## src/rtl/run_detect_pkg.sv

```systemverilog
// Shared encodings for the run-length pattern detector.
// Mode codes select which run shape lights the LED; state codes track the
// polarity of the run currently being counted.
package run_detect_pkg;

  // Pattern selection, loaded from the mode input on save
  typedef enum logic [1:0] {
    MODE_ONES       = 2'b00,
    MODE_ZEROS      = 2'b01,
    MODE_ONES_ZEROS = 2'b10,
    MODE_EITHER     = 2'b11
  } mode_e;

  // DISARMED while the threshold is zero; otherwise the polarity of the last sample
  typedef enum logic [1:0] {
    DISARMED  = 2'b00,
    RUN_ONES  = 2'b01,
    RUN_ZEROS = 2'b10
  } state_e;

endpackage : run_detect_pkg

```

## src/rtl/sat_counter.sv

```systemverilog
// Purpose: up-counter that sticks at all-ones; clr restarts it (at 1 if inc is also set).
// Latency: q reflects clr/inc one clock after they are presented.
// Backpressure: none; inc is honoured every cycle until saturation.
module sat_counter #(
  parameter int W = 4
) (
  input  logic         clk,
  input  logic         rst,
  input  logic         clr,
  input  logic         inc,
  output logic [W-1:0] q
);

  localparam logic [W-1:0] Q_MAX = {W{1'b1}};
  localparam logic [W-1:0] Q_ONE = {{(W-1){1'b0}}, 1'b1};

  // Restart on clr (counting the current event if inc), otherwise count up and hold at max
  always_ff @(posedge clk or negedge rst) begin
    if (!rst) begin
      q <= '0;
    end else if (clr) begin
      q <= inc ? Q_ONE : '0;
    end else if (inc && (q != Q_MAX)) begin
      q <= q + Q_ONE;
    end
  end

endmodule : sat_counter

```

## src/rtl/run_pattern_detector.sv

```systemverilog
// Purpose: serial run-length detector (N ones, N zeros, N ones then N zeros, or either run) driving an LED.
// Latency: led_out/hit rise on the edge that registers the Nth qualifying sample; led_out drops on the breaking sample.
// Backpressure: none; w is sampled every rising edge. Optional hit counter built when RPD_HIT_COUNT_EN is defined.
module run_pattern_detector
  import run_detect_pkg::*;
#(
  parameter int CNT_W = 4,
  parameter int HIT_W = 8
) (
  input  logic             clk,
  input  logic             rst,
  input  logic             save,
  input  logic [CNT_W-1:0] n,
  input  logic [1:0]       mode,
  input  logic             w,
  output logic             led_out,
  output logic             hit,
  output logic [HIT_W-1:0] hit_cnt
);

  localparam logic [CNT_W-1:0] CNT_MAX = {CNT_W{1'b1}};
  localparam logic [CNT_W-1:0] CNT_ONE = {{(CNT_W-1){1'b0}}, 1'b1};

  state_e           state;
  mode_e            mode_reg;
  logic [CNT_W-1:0] n_reg;
  logic             ones_ok;

  logic [CNT_W-1:0] ones_cnt;
  logic [CNT_W-1:0] zeros_cnt;
  logic [CNT_W-1:0] ones_nxt;
  logic [CNT_W-1:0] zeros_nxt;
  logic             ones_clr;
  logic             ones_inc;
  logic             zeros_clr;
  logic             zeros_inc;
  logic             ones_ok_nxt;
  logic             match;
  logic             led_nxt;
  logic             hit_nxt;
  logic             armed;
  logic             n_nz;

  assign armed = (state != DISARMED);
  assign n_nz  = (n != '0);

  // Counter controls: save restarts both runs from the current bit, a normal sample
  // extends the matching run and clears the other, and a disarmed detector holds zero
  always_comb begin
    ones_clr  = 1'b1;
    ones_inc  = 1'b0;
    zeros_clr = 1'b1;
    zeros_inc = 1'b0;
    if (save) begin
      ones_inc  = n_nz & w;
      zeros_inc = n_nz & ~w;
    end else if (armed) begin
      ones_clr  = ~w;
      ones_inc  = w;
      zeros_clr = w;
      zeros_inc = ~w;
    end
  end

  sat_counter #(.W(CNT_W)) u_ones_cnt (
    .clk (clk),
    .rst (rst),
    .clr (ones_clr),
    .inc (ones_inc),
    .q   (ones_cnt)
  );

  sat_counter #(.W(CNT_W)) u_zeros_cnt (
    .clk (clk),
    .rst (rst),
    .clr (zeros_clr),
    .inc (zeros_inc),
    .q   (zeros_cnt)
  );

  // Next-state run lengths, so the compare sees the sample being registered this edge
  always_comb begin
    ones_nxt  = ones_cnt;
    zeros_nxt = zeros_cnt;
    if (ones_clr) begin
      ones_nxt = ones_inc ? CNT_ONE : '0;
    end else if (ones_inc && (ones_cnt != CNT_MAX)) begin
      ones_nxt = ones_cnt + CNT_ONE;
    end
    if (zeros_clr) begin
      zeros_nxt = zeros_inc ? CNT_ONE : '0;
    end else if (zeros_inc && (zeros_cnt != CNT_MAX)) begin
      zeros_nxt = zeros_cnt + CNT_ONE;
    end
  end

  // ones_ok remembers whether the ones run that just ended was long enough; judged with the pre-clear count
  always_comb begin
    ones_ok_nxt = ones_ok;
    if (save || !armed) begin
      ones_ok_nxt = 1'b0;
    end else if ((state == RUN_ONES) && !w) begin
      ones_ok_nxt = (ones_cnt >= n_reg);
    end else if ((state == RUN_ZEROS) && w) begin
      ones_ok_nxt = 1'b0;
    end
  end

  // Pattern compare on next-state counts; unsigned >= keeps the LED lit through saturation
  always_comb begin
    match = 1'b0;
    case (mode_reg)
      MODE_ONES:       match = (ones_nxt >= n_reg);
      MODE_ZEROS:      match = (zeros_nxt >= n_reg);
      MODE_ONES_ZEROS: match = ones_ok_nxt && (zeros_nxt >= n_reg);
      MODE_EITHER:     match = (ones_nxt >= n_reg) || (zeros_nxt >= n_reg);
      default:         match = 1'b0;
    endcase
    led_nxt = !save && armed && match;
    hit_nxt = led_nxt && !led_out;
  end

  // Control FSM with configuration registers and registered outputs
  always_ff @(posedge clk or negedge rst) begin
    if (!rst) begin
      state    <= DISARMED;
      n_reg    <= '0;
      mode_reg <= MODE_ONES;
      ones_ok  <= 1'b0;
      led_out  <= 1'b0;
      hit      <= 1'b0;
    end else begin
      ones_ok <= ones_ok_nxt;
      led_out <= led_nxt;
      hit     <= hit_nxt;
      if (save) begin
        n_reg    <= n;
        mode_reg <= mode_e'(mode);
        state    <= n_nz ? (w ? RUN_ONES : RUN_ZEROS) : DISARMED;
      end else if (armed) begin
        state <= w ? RUN_ONES : RUN_ZEROS;
      end
    end
  end

`ifdef RPD_HIT_COUNT_EN
  // Hit counter lives across saves; only reset clears it
  sat_counter #(.W(HIT_W)) u_hit_cnt (
    .clk (clk),
    .rst (rst),
    .clr (1'b0),
    .inc (hit_nxt),
    .q   (hit_cnt)
  );
`else
  assign hit_cnt = '0;
`endif

endmodule : run_pattern_detector

```

## config.mk

```make
export PLATFORM = sky130hd
export DESIGN_NAME = run_pattern_detector
export DESIGN_NICKNAME = d
export VERILOG_FILES = /design/src/rtl/run_detect_pkg.sv /design/src/rtl/sat_counter.sv /design/src/rtl/run_pattern_detector.sv
export SDC_FILE = /design/constraint.sdc
export NUM_CORES = 1
export LEC_CHECK = 0
export ABC_AREA = 1
export CAP_MARGIN = 20
export CORE_MARGIN = 3
export CORE_UTILIZATION = 54
export DETAILED_ROUTE_END_ITERATION = 8
export DONT_BUFFER_PORTS = 1
export PLACE_DENSITY = 0.69
export SYNTH_ARGS = -nofsm -noshare
export SYNTH_HDL_FRONTEND = slang
export SYNTH_SLANG_ARGS = --single-unit
```

## constraint.sdc

```tcl
create_clock -name clk -period 6.11 [get_ports clk]
set_clock_uncertainty 0.1 [all_clocks]
set_input_delay 1.222 -clock clk [delete_from_list [all_inputs] [get_ports clk]]
set_output_delay 1.222 -clock clk [all_outputs]
set_load 0.01 [all_outputs]
```

==> results.txt, run 1 <==
# rows: 16
I/O Pins: 20
Synth warnings: 0
Max Freq: 341 MHz
synthesized area per cell: 7.89 µm²
initial antenna violation count: 0
most used cell, CP: nand2_2
Layout fillers: 190
Die Area: 2940 µm²
clk sinks: 19
CP max-delay cell: ha_1
Max stage delay on crit path: 0.32 ns
Worst Path Arrival: 3.04 ns
DR pass1 iterations: 7
Setup crit start kind: input port
max-slew violation count: 0
number of diodes: 0
post-synthesis sequential area ratio: 0.379
Req. time, crit path: 6.22 ns
peak supply drop: 0.190 mV
H-tree levels: 1
postcts setup bufs: 0
Area Growth Syn to Fin: 2.09%
PortBufs: 0
vias per cell: 5.17
detailed placement HPWL: 1880 µm
CTS tree: yes
share of layout cells above drive strength 1: 0.0932
DRC: 0
wire length per cell: 12.2 µm
fin crit share: 0.480
flops & latches, synth: 19
first-pass GRT wire length: 4010 µm
Design Area, Final: 1280 µm²
Final min period: 2.94 ns
Synth top area share: 0.379
Post-DP Area: 1250 µm²
vias in the first global route: 907
grt total ovfl: 0
Final #Nets: 186
Pleak: 0.694 nW
area leader, netlist: dfrtp_1
Final Hold Viols: 0
Finish-stage setup viols: 0
chip width: 54.2 µm
antenna-violating nets left: 0
CP Cell Sequence: a21oi_4 > nand2_2 > nand2_2 > nand2_2 > nor2_2 > nand2_1 > a21oi_1 > ha_1 > a21oi_1 > nand3_1 > o21ai_0 > inv_1 > nand2_1 > inv_1
Fin Setup TNS: 0 ns
Yosys cell types: 20
worst hold path class: flip-flop to flip-flop
synthesized instance count: 159
status: completed
clk_lat worst skew: 0.30 ns
Iter 0 DRT Violations: 8
clock buffer count from CTS: 3
Initial Util: 0.603
pin count of the biggest net entering global routing: 20
routed via count: 972
Crit. End Element: flip-flop
DRT Wirelength: 2300 µm
hold buffers post-CTS: 0
Core ar.: 2080 µm²
MaxCap Viol Count: 0
GRT Resource Usage Total: 0.189
post-CTS resize count: 0
synth top area cells: dfrtp_1 38%, ha_1 14%, nand2_1 9.6%
Clock transition at path regs: 0.11 ns
critical path type: input port to flip-flop
root buffer cell: clkbuf_4
Pwr Density: 194 nW/µm²
synthesized area: 1250 µm²
GPL Wtd Cong: 0.843
Die Y: 54.2 µm
RSZ-0062 raised after global routing: false
clk buf depth: 2
Max FO, Critical Path: 15
-- per-stage QoR --
stage / setup slack, ns / utilization / cells / power [mW] / hold slack (ns)
after global routing: 3.09 / 0.615 / 188 / 0.267 / 0.441
after floorplan: 3.24 / - / 166 / 0.180 / 0.372
final: 3.17 / 0.615 / 188 / 0.249 / 0.411
after global placement: 2.98 / 0.601 / 184 / 0.184 / 0.399
after detailed placement: 2.87 / 0.601 / 184 / 0.185 / 0.401
after CTS: 3.22 / 0.615 / 188 / 0.250 / 0.418
-- cell type report --
| cell class | count | area, µm² | area share |
|---|---|---|---|
| multi-input combinational | 108 | 629 | 0.491 |
| inverter | 30 | 113 | 0.0879 |
| sequential | 19 | 475 | 0.371 |
| clock inverter | 1 | 7.51 | 0.00586 |
| clock buffer | 3 | 22.5 | 0.0176 |
| tap | 27 | 33.8 | 0.0264 |
-- where the power goes --
group	internal (mW)	switching [mW]	total, mW	leakage [nW]
clock network	0.0249	0.0412	0.0661	0.0139
registers	0.133	0.00536	0.139	0.248
logic	0.0156	0.0287	0.0443	0.433
total	0.174	0.0753	0.249	0.694
-- Yosys cell counts --
| cell type | n |
|---|---|
| xor2_1 | 2 |
| conb_1 | 1 |
| a21oi_1 | 7 |
| clkbuf_1 | 1 |
| nor2_2 | 3 |
| o21ai_0 | 12 |
| dfrtp_1 | 19 |
| buf_4 | 8 |
| o211ai_1 | 2 |
| o21bai_1 | 1 |
| inv_2 | 1 |
| nand3_1 | 11 |
| a31oi_1 | 1 |
| inv_1 | 29 |
| ha_1 | 14 |
| nand2_1 | 32 |
| nand4_1 | 2 |
| nand2_2 | 6 |
| a21oi_4 | 1 |
| nor2_1 | 6 |
-- cells by family (layout without fill, tap and decap cells) --
| logic type | Yosys count | count (layout) | share of synthesized area |
|---|---|---|---|
| AO/OA/AOI/OAI | 24 | 24 | 0.112 |
| XOR/XNOR | 2 | 2 | 0.0140 |
| adder cells (fa/ha/maj) | 14 | 14 | 0.140 |
| buffers and inverters | 39 | 34 | 0.141 |
| flip-flops | 19 | 19 | 0.379 |
| other | 1 | 8 | 0.00299 |
| AND/OR/NAND/NOR | 60 | 60 | 0.212 |
-- cell usage in the layout (no fill, tap or decap), drive strengths merged, types with 2 or more instances in the layout --
cell / instances
xor2: 2
nor2: 9
clkbuf: 3
nand3: 11
o21ai: 12
dfrtp: 19
nand2: 38
o211ai: 2
inv: 30
ha: 14
a21oi: 8
conb: 8
nand4: 2
-- per-layer routing --
layer | global-route usage | part of all wire
met2 | 0.329 | 0.46
met5 | 0 | 0
met3 | 0.0554 | 0.051
met1 | 0.242 | 0.48
met4 | 0.0124 | 0.0039
-- worst max-delay path, delay by kind of cell --
family                   cells  cell delay, ns
adder cells (fa/ha/maj)      1            0.32
AO/OA/AOI/OAI                4            0.81
AND/OR/NAND/NOR              7            0.59
buffers and inverters        2            0.11
-- final timing paths --
kind,end,slack (ns),startpoint,cells after the start
worst min register to register,hit,0.41,led_out,1
worst min-delay path,hit,0.41,led_out,1
min in group asynchronous,n_reg[0],0.50,rst,0
max in group asynchronous,u_zeros_cnt.q[3],5.34,rst,0
worst max register to register,led_out,3.62,state[0],15
worst max-delay path,led_out,3.17,save,14
Note: power is estimated with default switching activity, not from simulation.
==> inputs of run 2 (changes only) <==
Settings changed: PLACE_DENSITY 0.69 to 0.72.
Clock period 6.11 ns to 2.4 ns, I/O delays scaled along.
==> results.txt, run 2 (synthesis results as in run 1) <==
Area Growth Syn to Fin: 12.9%
grt total ovfl: 0
MaxCap Viol Count: 0
Clk pwr share: 0.253
Final Hold Viols: 0
Die Area: 2940 µm²
fin crit share: 0.963
vias per cell: 5.24
clk_lat worst skew: 0.31 ns
Die Y: 54.2 µm
slew at the pin with the worst max-slew slack: 0.839 ns
DRT Wirelength: 2650 µm
critical path type: flip-flop to flip-flop
DR pass1 iterations: 4
clk buf depth: 2
initial antenna violation count: 0
# rows: 16
status: completed
net switching power: 213 µW
Final #Nets: 197
H-tree levels: 1
Initial Util: 0.603
routed via count: 1043
chip width: 54.2 µm
antenna-violating nets left: 0
worst hold path class: input port to flip-flop
most frequent cells in the layout: 32 x nand2_1, 28 x inv_1, 19 x dfrtp_1
Finish-stage setup viols: 0
Final min period: 2.31 ns
root buffer cell: clkbuf_4
max-slew violation count: 0
share of layout cells above drive strength 1: 0.192
fin util: 0.680
Fin Setup TNS: 0 ns
Combinational Power Share: 0.221
Setup crit start kind: flip-flop
detailed placement HPWL: 2020 µm
Clock transition at path regs: 0.12 ns
pin count of the biggest net entering global routing: 20
peak supply drop: 0.369 mV
reg2reg setup slack: 0.09 ns
Flop pwr share: 0.526
vias in the first global route: 985
wire length per cell: 13.3 µm
commonest non-fill, non-tap cell in the layout: nand2_1
Worst Path Arrival: 2.42 ns
Crit. End Element: flip-flop
I/O Pins: 20
GRT Resource Usage Total: 0.205
Max FO, Critical Path: 4
placed insts: 184
post-route insts no fill: 199
clk sinks: 19
Max Freq: 433 MHz
PortBufs: 0
clock buffer count from CTS: 3
number of diodes: 0
Pint: 458 µW
Req. time, crit path: 2.51 ns
first-pass GRT wire length: 4240 µm
Sw Share: 0.318
DRC: 0
Iter 0 DRT Violations: 23
Pleak: 0.762 nW
Core ar.: 2080 µm²
CTS tree: yes
Pwr Density: 474 nW/µm²
hold_ws: 0.167 ns
GPL Wtd Cong: 0.847
relative slew slack: 0.439
==> run 2: path summary, 6_finish.rpt <==
kind,cells past startpoint,endpoint,from
max in group asynchronous,1,mode_reg[0],rst
setup / recovery,15,led_out,state[0]
min in group asynchronous,1,n_reg[0],rst
setup reg to reg,15,led_out,state[0]
hold / removal,1,mode_reg[1],save
hold reg to reg,1,hit,led_out
==> run 2: power groups by stage <==
stage	Clock [mW]	Sequential, mW	Combinational [mW]
6_report	0.170	0.353	0.148
3_3_place_gp	0	0.359	0.107
4_1_cts	0.167	0.353	0.124
3_5_place_dp	0	0.359	0.116
5_1_grt	0.184	0.355	0.168
2_1_floorplan	0	0.356	0.102
==> run 2: layout make-up <==
| class | count | area, µm² |
|---|---|---|
| Tap cell | 27 | 33.8 |
| Timing Repair Buffer | 11 | 85.1 |
| Multi-Input combinational cell | 108 | 682 |
| Fill cell | 171 | 666 |
| Clock inverter | 1 | 5.00 |
| Clock buffer | 3 | 22.5 |
| Inverter | 30 | 113 |
| Sequential cell | 19 | 475 |
==> run 2: routing by layer <==
metal	GRT usage	up-vias	part of all wire
met5	0	-	0
met4	0.104	0	0.022
met3	0.0305	8	0.076
met2	0.339	39	0.47
met1	0.258	482	0.43
li1	-	514	-
==> run 2: timing repair <==
item                       CTS  global route
gates resized for setup      0            14
hold buffers                 1             0
setup buffers                0            10
setup endpoints to repair    0             2
hold endpoints to repair    19             0
==> run 2: worst max-delay path, stage by stage, from the launching register on <==
cell,delay (ns)
dfrtp_1,0.38
inv_1,0.08
a21oi_4,0.24
nand2_4,0.08
nand2_2,0.07
nand2_2,0.08
nor2_2,0.10
nand2_1,0.07
a21oi_2,0.21
ha_4,0.24
a21oi_1,0.14
nand3_1,0.10
o21ai_1,0.13
inv_1,0.05
nand2_1,0.09
inv_1,0.04
==> run 2: through the flow <==
stage | total power [mW] | area, µm² | worst slack (ns)
after floorplan | 0.458 | 1280 | 0.271
after global placement | 0.466 | 1250 | 0.0259
after detailed placement | 0.475 | 1250 | 0.00434
after CTS | 0.643 | 1290 | 0.00954
after global routing | 0.707 | 1420 | -0.00979
final | 0.671 | 1420 | 0.0885
